## config.mk

```make
export PLATFORM = sky130hd
export DESIGN_NAME = multicycle_control_unit
export DESIGN_NICKNAME = d
export VERILOG_FILES = /design/src/rtl/multicycle_control_unit.sv
export SDC_FILE = /design/constraint.sdc
export NUM_CORES = 1
export LEC_CHECK = 0
export ABC_AREA = 0
export CORE_MARGIN = 2
export CORE_UTILIZATION = 46
export DETAILED_ROUTE_END_ITERATION = 10
export GPL_TIMING_DRIVEN = 0
export PLACE_DENSITY = 0.78
export SLEW_MARGIN = 10
export SYNTH_ARGS = -nofsm -noshare
export SYNTH_HDL_FRONTEND = slang
export SYNTH_SLANG_ARGS = --single-unit
```

## constraint.sdc

```tcl
create_clock -name Clk -period 2.3 [get_ports Clk]
set_clock_uncertainty 0.2 [all_clocks]
set_input_delay 0.345 -clock Clk [delete_from_list [all_inputs] [get_ports Clk]]
set_output_delay 0.345 -clock Clk [all_outputs]
set_load 0.03 [all_outputs]
```

## src/rtl/multicycle_control_unit.sv

```systemverilog
// Multi-cycle MIPS-style control unit: FETCH/DECODE/EXEC/WB sequencer with retire counter.
// Optional ILLEGAL_TRAP_EN: illegal ops raise sticky Trap and park in HALT until TrapClear.
module multicycle_control_unit #(
  parameter int ALUCTL_W    = 4,
  parameter int MUL_LATENCY = 3,
  parameter int COUNT_W     = 16
) (
  input  logic                Clk,
  input  logic                Rst_n,
  input  logic [5:0]          Opcode,
  input  logic [5:0]          Func,
  input  logic                InstrValid,
  output logic                InstrReady,
  output logic                ALUSrc,
  output logic                RegDst,
  output logic                RegWrite,
  output logic [ALUCTL_W-1:0] ALUControl,
  output logic                Busy,
  output logic                Trap,
  input  logic                TrapClear,
  output logic [COUNT_W-1:0]  RetireCount
);

  localparam int CNT_W = (MUL_LATENCY > 1) ? $clog2(MUL_LATENCY) : 1;

  typedef enum logic [2:0] {S_FETCH, S_DECODE, S_EXEC, S_WB, S_HALT} state_t;

  state_t                state_q;
  logic [5:0]            op_q, func_q;
  logic [CNT_W-1:0]      cnt_q;
  logic                  legal_q;
  logic                  ready_q, busy_q, src_q, dst_q, rw_q, trap_q;
  logic [ALUCTL_W-1:0]   ctl_q;
  logic [COUNT_W-1:0]    retire_q;

  logic                  dec_legal, dec_src, dec_dst, dec_mul;
  logic [3:0]            dec_ctl;

  // Decode of the latched instruction; illegal encodings collapse to all-zero controls.
  always_comb begin
    dec_legal = 1'b1;
    dec_src   = 1'b0;
    dec_dst   = 1'b0;
    dec_mul   = 1'b0;
    dec_ctl   = 4'b0000;
    if (op_q == 6'b000000) begin
      dec_dst = 1'b1;
      case (func_q)
        6'b100000: dec_ctl = 4'b0010;
        6'b100010: dec_ctl = 4'b0110;
        6'b100100: dec_ctl = 4'b0000;
        6'b100101: dec_ctl = 4'b0001;
        6'b100110: dec_ctl = 4'b0011;
        6'b101010: dec_ctl = 4'b0111;
        6'b011000: begin dec_ctl = 4'b1000; dec_mul = 1'b1; end
        default:   dec_legal = 1'b0;
      endcase
    end else begin
      dec_src = 1'b1;
      case (op_q)
        6'b001000: dec_ctl = 4'b0010;
        6'b001100: dec_ctl = 4'b0000;
        6'b001101: dec_ctl = 4'b0001;
        6'b001110: dec_ctl = 4'b0011;
        default:   dec_legal = 1'b0;
      endcase
    end
    if (!dec_legal) begin
      dec_src = 1'b0;
      dec_dst = 1'b0;
      dec_mul = 1'b0;
      dec_ctl = 4'b0000;
    end
  end

  always_ff @(posedge Clk or negedge Rst_n) begin
    if (!Rst_n) begin
      state_q  <= S_FETCH;
      op_q     <= '0;
      func_q   <= '0;
      cnt_q    <= '0;
      legal_q  <= 1'b0;
      ready_q  <= 1'b1;
      busy_q   <= 1'b0;
      src_q    <= 1'b0;
      dst_q    <= 1'b0;
      rw_q     <= 1'b0;
      ctl_q    <= '0;
      trap_q   <= 1'b0;
      retire_q <= '0;
    end else begin
      case (state_q)
        S_FETCH: if (InstrValid) begin
          op_q    <= Opcode;
          func_q  <= Func;
          state_q <= S_DECODE;
          ready_q <= 1'b0;
          busy_q  <= 1'b1;
        end
        S_DECODE: begin
          src_q   <= dec_src;
          dst_q   <= dec_dst;
          ctl_q   <= ALUCTL_W'(dec_ctl);
          legal_q <= dec_legal;
`ifdef ILLEGAL_TRAP_EN
          if (!dec_legal) begin
            trap_q  <= 1'b1;
            state_q <= S_HALT;
          end else
`endif
          begin
            state_q <= S_EXEC;
            cnt_q   <= dec_mul ? CNT_W'(MUL_LATENCY - 1) : '0;
          end
        end
        S_EXEC: if (cnt_q == '0) begin
          state_q <= S_WB;
          rw_q    <= legal_q;
          if (legal_q) retire_q <= retire_q + 1'b1;
        end else begin
          cnt_q <= cnt_q - 1'b1;
        end
        S_WB: begin
          rw_q    <= 1'b0;
          state_q <= S_FETCH;
          ready_q <= 1'b1;
          busy_q  <= 1'b0;
        end
`ifdef ILLEGAL_TRAP_EN
        S_HALT: if (TrapClear) begin
          trap_q  <= 1'b0;
          state_q <= S_FETCH;
          ready_q <= 1'b1;
          busy_q  <= 1'b0;
        end
`endif
        default: begin
          rw_q    <= 1'b0;
          state_q <= S_FETCH;
          ready_q <= 1'b1;
          busy_q  <= 1'b0;
        end
      endcase
    end
  end

`ifdef ILLEGAL_TRAP_EN
  assign Trap = trap_q;
`else
  logic unused_trap;
  assign unused_trap = TrapClear ^ trap_q;
  assign Trap = 1'b0;
`endif

  assign InstrReady  = ready_q;
  assign Busy        = busy_q;
  assign ALUSrc      = src_q;
  assign RegDst      = dst_q;
  assign RegWrite    = rw_q;
  assign ALUControl  = ctl_q;
  assign RetireCount = retire_q;

endmodule

```

==> results of run 1 <==
[routing by layer]
metal  GRT usage (%)  wire length (um)  vias to the layer above
li1                -                 -                      775
met2            26.6              1890                       35
met5               0                 0                        -
met4            6.29                59                        0
met3            4.27               139                        6
met1            21.3              1780                      747
[area by class of cell]
class,instances,area [um2]
repair buffers,44,438
multi-input cells,131,957
plain buffers,8,33.8
inverters,11,41.3
clock inverters,2,60.1
fillers,358,1620
flip-flops and latches,42,1050
well taps,52,65.1
clock buffers,6,82.6
[state kept, by name, summed over array words and instances (netlist names)]
register,cells
legal_q,1
func_q,6
state_q,2
InstrReady,1
ALUControl,4
RegDst,1
cnt_q,2
RegWrite,1
ALUSrc,1
op_q,6
Busy,1
RetireCount,16
[worst min path at each step]
| stage | slack (ns) | endpoint | from |
|---|---|---|---|
| detailed placement | 0.07 | func_q[4] | Rst_n |
| global placement | 0.26 | RetireCount[15] | RetireCount[15] |
| finish | 0.27 | RetireCount[13] | Rst_n |
| global route | 0.29 | RetireCount[15] | RetireCount[15] |
| CTS | 0.28 | RetireCount[15] | RetireCount[15] |
| floorplan | -0.15 | ALUControl[0] | Rst_n |
[power by group through the flow]
stage	registers, uW	clock network, uW	logic [uW]
after floorplan	1270	0	815
after global placement	1160	0	1250
after detailed placement	1170	0	1290
after CTS	1140	730	1340
after global routing	1170	759	1510
final	1140	716	1360
[cell families after synthesis]
| group | after synthesis | share of synthesized area [%] |
|---|---|---|
| AOI/OAI and AO/OA | 27 | 9.08 |
| xor gates and xnor gates | 16 | 6.78 |
| adders and majority gates | 6 | 3.63 |
| buffers and inverters | 20 | 3.81 |
| DFF | 42 | 50.9 |
| muxes | 15 | 8.11 |
| other | 1 | 0.181 |
| and+or+nand+nor | 66 | 17.5 |
[layout by cell type, fill, tap and decap left out, types with 2 or more instances in the layout]
| master | n |
|---|---|
| dfrtp_1 | 40 |
| clkdlybuf4s50_1 | 38 |
| nand2_1 | 17 |
| mux2_2 | 14 |
| xnor2_1 | 12 |
| inv_1 | 11 |
| o21ai_0 | 9 |
| nor2_1 | 8 |
| nand3_1 | 7 |
| clkbuf_1 | 6 |
| ha_1 | 6 |
| clkbuf_8 | 6 |
| nor3_1 | 4 |
| nor2b_1 | 4 |
| xor2_1 | 4 |
| buf_4 | 4 |
| nand4_1 | 3 |
| or3_1 | 3 |
| nand2b_1 | 3 |
| a21oi_1 | 3 |
| and3_1 | 3 |
| a31oi_1 | 2 |
| nor4_1 | 2 |
| or2_2 | 2 |
| a21o_1 | 2 |
| o22ai_1 | 2 |
| bufinv_16 | 2 |
[worst max-delay path, cell delays in order, from the launching register on]
cell and delay (ns):
dfrtp_2 0.44, or3_1 0.33, or4_1 0.44, or4_2 0.65, o21ai_0 0.10
[per-stage QoR]
step | hold slack [ns] | setup TNS, ns
after floorplan | -0.151 | 0
after global placement | 0.263 | -14.92
after detailed placement | 0.0695 | -0.288
after CTS | 0.277 | 0
after global routing | 0.286 | -0.00231
final | 0.272 | 0
[repair_timing]
item / 4_1_cts / 5_1_grt
endpoints found under the setup margin: 4 / 18
pin swaps: 0 / 0
hold buffers: 1 / 0
hold endpoints to repair: 14 / 0
buffers inserted: 2 / 1
gates resized for setup: 1 / 3
==> metrics.txt, run 1 <==
status complete, no violations; Worst setup endpoint ALUControl[2]; initial antenna violation count 0; Crit Path Max Fanout 6; Die H 71.0 um; total die area between 5000 and 6000 um2; placed cells roughly 290; worst r2r path cells 4; Area Overhead vs Synth 32.1%; Core Util, Final a little over three fifths; total number of vias roughly 1,600; max-cap violations 0; Final Critical Period between 2 and 2.5 ns; drt first-iter violations about 120; internal cell power a little over 2000 uW; Post-DP HPWL approximately 2900 um; pwr dens 1180 nW/um2; Routed Antenna Nets 0; sequential power share 35.5%; dpl cell area around 2500 um2; Synth top area share 49.6%; Die X-Extent between 70 and 80 um; Final WS setup between 0.05 and 0.06 ns; VDD IR-drop max slightly below 0.7 mV; most area-consuming cells after synthesis dfrtp_1 (50%), mux2_2 (7.6%), xnor2_1 (5.1%); Vias/cell 5.28; Gate power share 42.2%; switching power share of the total ~36%; Worst-Skew Late Latency ~0.29 ns; non-filler cells in the finished layout 296; worst hold path class primary input to asynchronous set/reset pin; initial core utilization 47.5%; register area share after synthesis around half; pre-CTS setup slack -0.108 ns; CTS tree done; clock root cell clkbuf_8; setup violators final 0; design area 2730 um2; Psw 1140 uW; largest net degree at the start of global routing 29; IO Pins between 40 and 50; syn nets approximately 220; core area roughly 4400 um2; Final Max Tran Viols 0; Max Fclk 446 MHz; global-route wire length before repair around 6600 um; Post-synth ARST share 100%; Mapped Cells between 150 and 200; most frequent cell after synthesis dfrtp_1; drt wl/cell ~13 um; Setup crit end kind flip-flop; number of synthesized flops with an enable pin 0; Clock Tree Buf Depth 2; #FFs+latches synth 42; Fin. Hold Viols 0; layout cells sized above 1 between 10% and 20%; Post-Syn Area approximately 2100 um2; leakage 0.00119 uW; clock share of power 22.3%; GP Congestion between 0.7 and 0.8; Layout Nets around 270; Slew HR about three fifths; synth unique cells 45; total power ~3200 uW; RR Startpoint op_q[0]; Worst EP required 2.31 ns; crit path from op_q[0]; antenna diode count 0; synthesized area per cell ~11 um2; cell taking the most area after synthesis dfrtp_1; Critical Path AT ~2.3 ns; critical path class flip-flop to flip-flop; clk sinks 42; reg2reg end ALUControl[2]; wirelength, routed between 3000 and 4000 um; synth cell count leaders dfrtp_1 (41), nand2_1 (17), mux2_2 (14); top_reg_cell synth dfrtp_1; vias in the first global route between 1,000 and 1,500; H-tree Lvls 2; row count 24; drt drc 0; First-pass DRT Iterations 4; slew at the pin closest to its max-slew limit about 0.57 ns; yosys warns 0; CP Launch Type flip-flop; TritonCTS buffer count 5; period utilization a little over nine tenths; Total GRT Usage ~16%; Worst R2R Setup Slack between 0.05 and 0.06 ns; Worst-path clk slew 0.08 ns; port buffer count 39; total grt overflow 0
(Power assumes the default switching activity.)
==> run 2: changes to the inputs <==
--- a/config.mk
+++ b/config.mk
@@ -8,6 +8,7 @@
 export ABC_AREA = 0
 export CORE_MARGIN = 2
 export CORE_UTILIZATION = 46
+export CTS_CLUSTER_SIZE = 14
 export DETAILED_ROUTE_END_ITERATION = 10
 export GPL_TIMING_DRIVEN = 0
 export PLACE_DENSITY = 0.78
==> results of run 2 <==
No change in the layout: final DEF, timing and power equal those of run 1.
==> run 3: changes to the inputs <==
--- a/config.mk
+++ b/config.mk
@@ -12,6 +12,7 @@
 export DETAILED_ROUTE_END_ITERATION = 10
 export GPL_TIMING_DRIVEN = 0
 export PLACE_DENSITY = 0.78
+export RECOVER_POWER = 25
 export SLEW_MARGIN = 10
 export SYNTH_ARGS = -nofsm -noshare
 export SYNTH_HDL_FRONTEND = slang
==> run 3 against run 2 <==
Total power down 0.11%. Sequential share of layout area up 0.23 points. Clock power about the same. Clock-buffer cell count unchanged. Register-to-register slack about the same. Fmax about the same. Critical path type unchanged.
==> metrics.txt, run 3 (synthesized netlist as in run 1, its figures left out) <==
row count 24; layout cells sized above 1 between 10% and 20%; Routed Antenna Nets 0; Final Max Tran Viols 0; commonest non-fill, non-tap cell in the layout dfrtp_1; area of the multi-input gates around 960 um2; total grt overflow 0; Worst EP required between 2 and 2.5 ns; slew at the pin closest to its max-slew limit between 0.7 and 0.8 ns; setup violators final 0; First-pass DRT Iterations 4; reg2reg end ALUControl[2]; Worst-path clk slew 0.08 ns; GP Congestion about 0.76; met1 GRT Util 21.3%; Die X-Extent roughly 71 um; drt first-iter violations between 100 and 150; Crit Path Max Fanout 6; pwr dens ~1200 nW/um2; initial antenna violation count 0; Worst setup endpoint ALUControl[2]; Vias/cell 5.28; drt drc 0; antenna diode count 0; total power between 3000 and 4000 uW; Area Overhead vs Synth 31.4%; max-cap violations 0; status complete, no violations; CTS tree done; Register Area roughly 1100 um2; Final Critical Period ~2.2 ns; Setup crit end kind flip-flop; crit path from op_q[0]; placed cells ~290; worst hold path class flip-flop to flip-flop; Fin. Hold Viols 0; drt wl/cell 13.1 um; most frequent cells in the layout dfrtp_1 (40), clkdlybuf4s50_1 (38), nand2_1 (17), mux2_2 (14), xnor2_1 (12); TritonCTS buffer count 5; initial core utilization a little under half; gr busiest metal met2; largest net degree at the start of global routing 29; period utilization between 90% and 100%; # fillers 360; Clock Tree Buf Depth 2; clock root cell clkbuf_8; Worst-Skew Late Latency approximately 0.29 ns; non-filler cells in the finished layout approximately 300; clk sinks between 40 and 50; RR Startpoint op_q[0]; Post-DP HPWL between 2000 and 3000 um; worst r2r path cells 4; Total GRT Usage between 10% and 20%; total number of vias about 1,600; Critical Path AT 2.25 ns; pre-CTS setup slack -0.108 ns; VDD IR-drop max just under 0.7 mV; IO Pins 42; leakage about 0.0012 uW; global-route wire length before repair 6580 um; H-tree Lvls 2; port buffer count 39; core area ~4400 um2; Slew HR approximately 50%; max FFs per register 16; Layout Nets 265; Worst R2R Setup Slack ~0.057 ns; GR Util met2 between 20% and 30%; Die H between 70 and 80 um; wirelength, routed about 3900 um; grt met3 use approximately 4.3%; Max Fclk roughly 450 MHz; CP Launch Type flip-flop; total die area 5050 um2; critical path class flip-flop to flip-flop; vias in the first global route 1,455; Final WS setup between 0.05 and 0.06 ns
==> run 3: repair_timing <==
| action | in CTS | in global routing |
|---|---|---|
| hold buffers | 1 | 0 |
| setup buffers | 2 | 1 |
| pin swaps | 0 | 0 |
| hold endpoints to repair | 14 | 0 |
| resized for setup | 1 | 3 |
| setup endpoints to repair | 4 | 18 |
| cloned | 0 | 0 |
==> run 3: worst max-delay path, cell delays in order, from the launching register on <==
cell     delay, ns
dfrtp_2       0.44
or3_1         0.33
or4_1         0.44
or4_2         0.65
o21ai_0       0.10
==> run 3: where the power goes <==
part,switching (uW),total (uW),internal (uW)
sequential,165,1140,974
clock,253,716,463
combinational,723,1350,630
==> run 3: worst min path at each step <==
stage / start / to / slack [ns] / depth (start not counted)
2_1_floorplan: Rst_n / ALUControl[0] / -0.15 / 0
4_1_cts: RetireCount[15] / RetireCount[15] / 0.28 / 1
3_5_place_dp: Rst_n / func_q[4] / 0.07 / 1
5_1_grt: RetireCount[15] / RetireCount[15] / 0.29 / 1
3_3_place_gp: RetireCount[15] / RetireCount[15] / 0.26 / 1
6_report: RetireCount[15] / RetireCount[15] / 0.27 / 1
==> run 3: cell type report <==
type | count | share of cell area [%]
clock inverters | 2 | 2.21
inverters | 11 | 1.52
flip-flops and latches | 42 | 38.8
clock buffers | 6 | 3.04
well taps | 52 | 2.40
plain buffers | 8 | 1.24
multi-input cells | 131 | 35.3
repair buffers | 44 | 15.5
==> run 3: metrics by stage <==
step                area [um2]  hold slack (ns)  utilization, %   TNS, ns
floorplan                 2070           -0.151               -         0
global placement          2520            0.263            57.9    -14.92
detailed placement        2540           0.0695            58.3    -0.288
CTS                       2710            0.277            62.3         0
global route              2720            0.286            62.4  -0.00231
finish                    2720            0.272            62.4         0
==> run 3: metal layers <==
metal  wire [um]  up-vias  share of wire, %
met3         139        6               3.6
met2        1890       35                49
met1        1790      748                46
met4          59        0               1.5
li1            -      775                 -
met5           0        -                 0
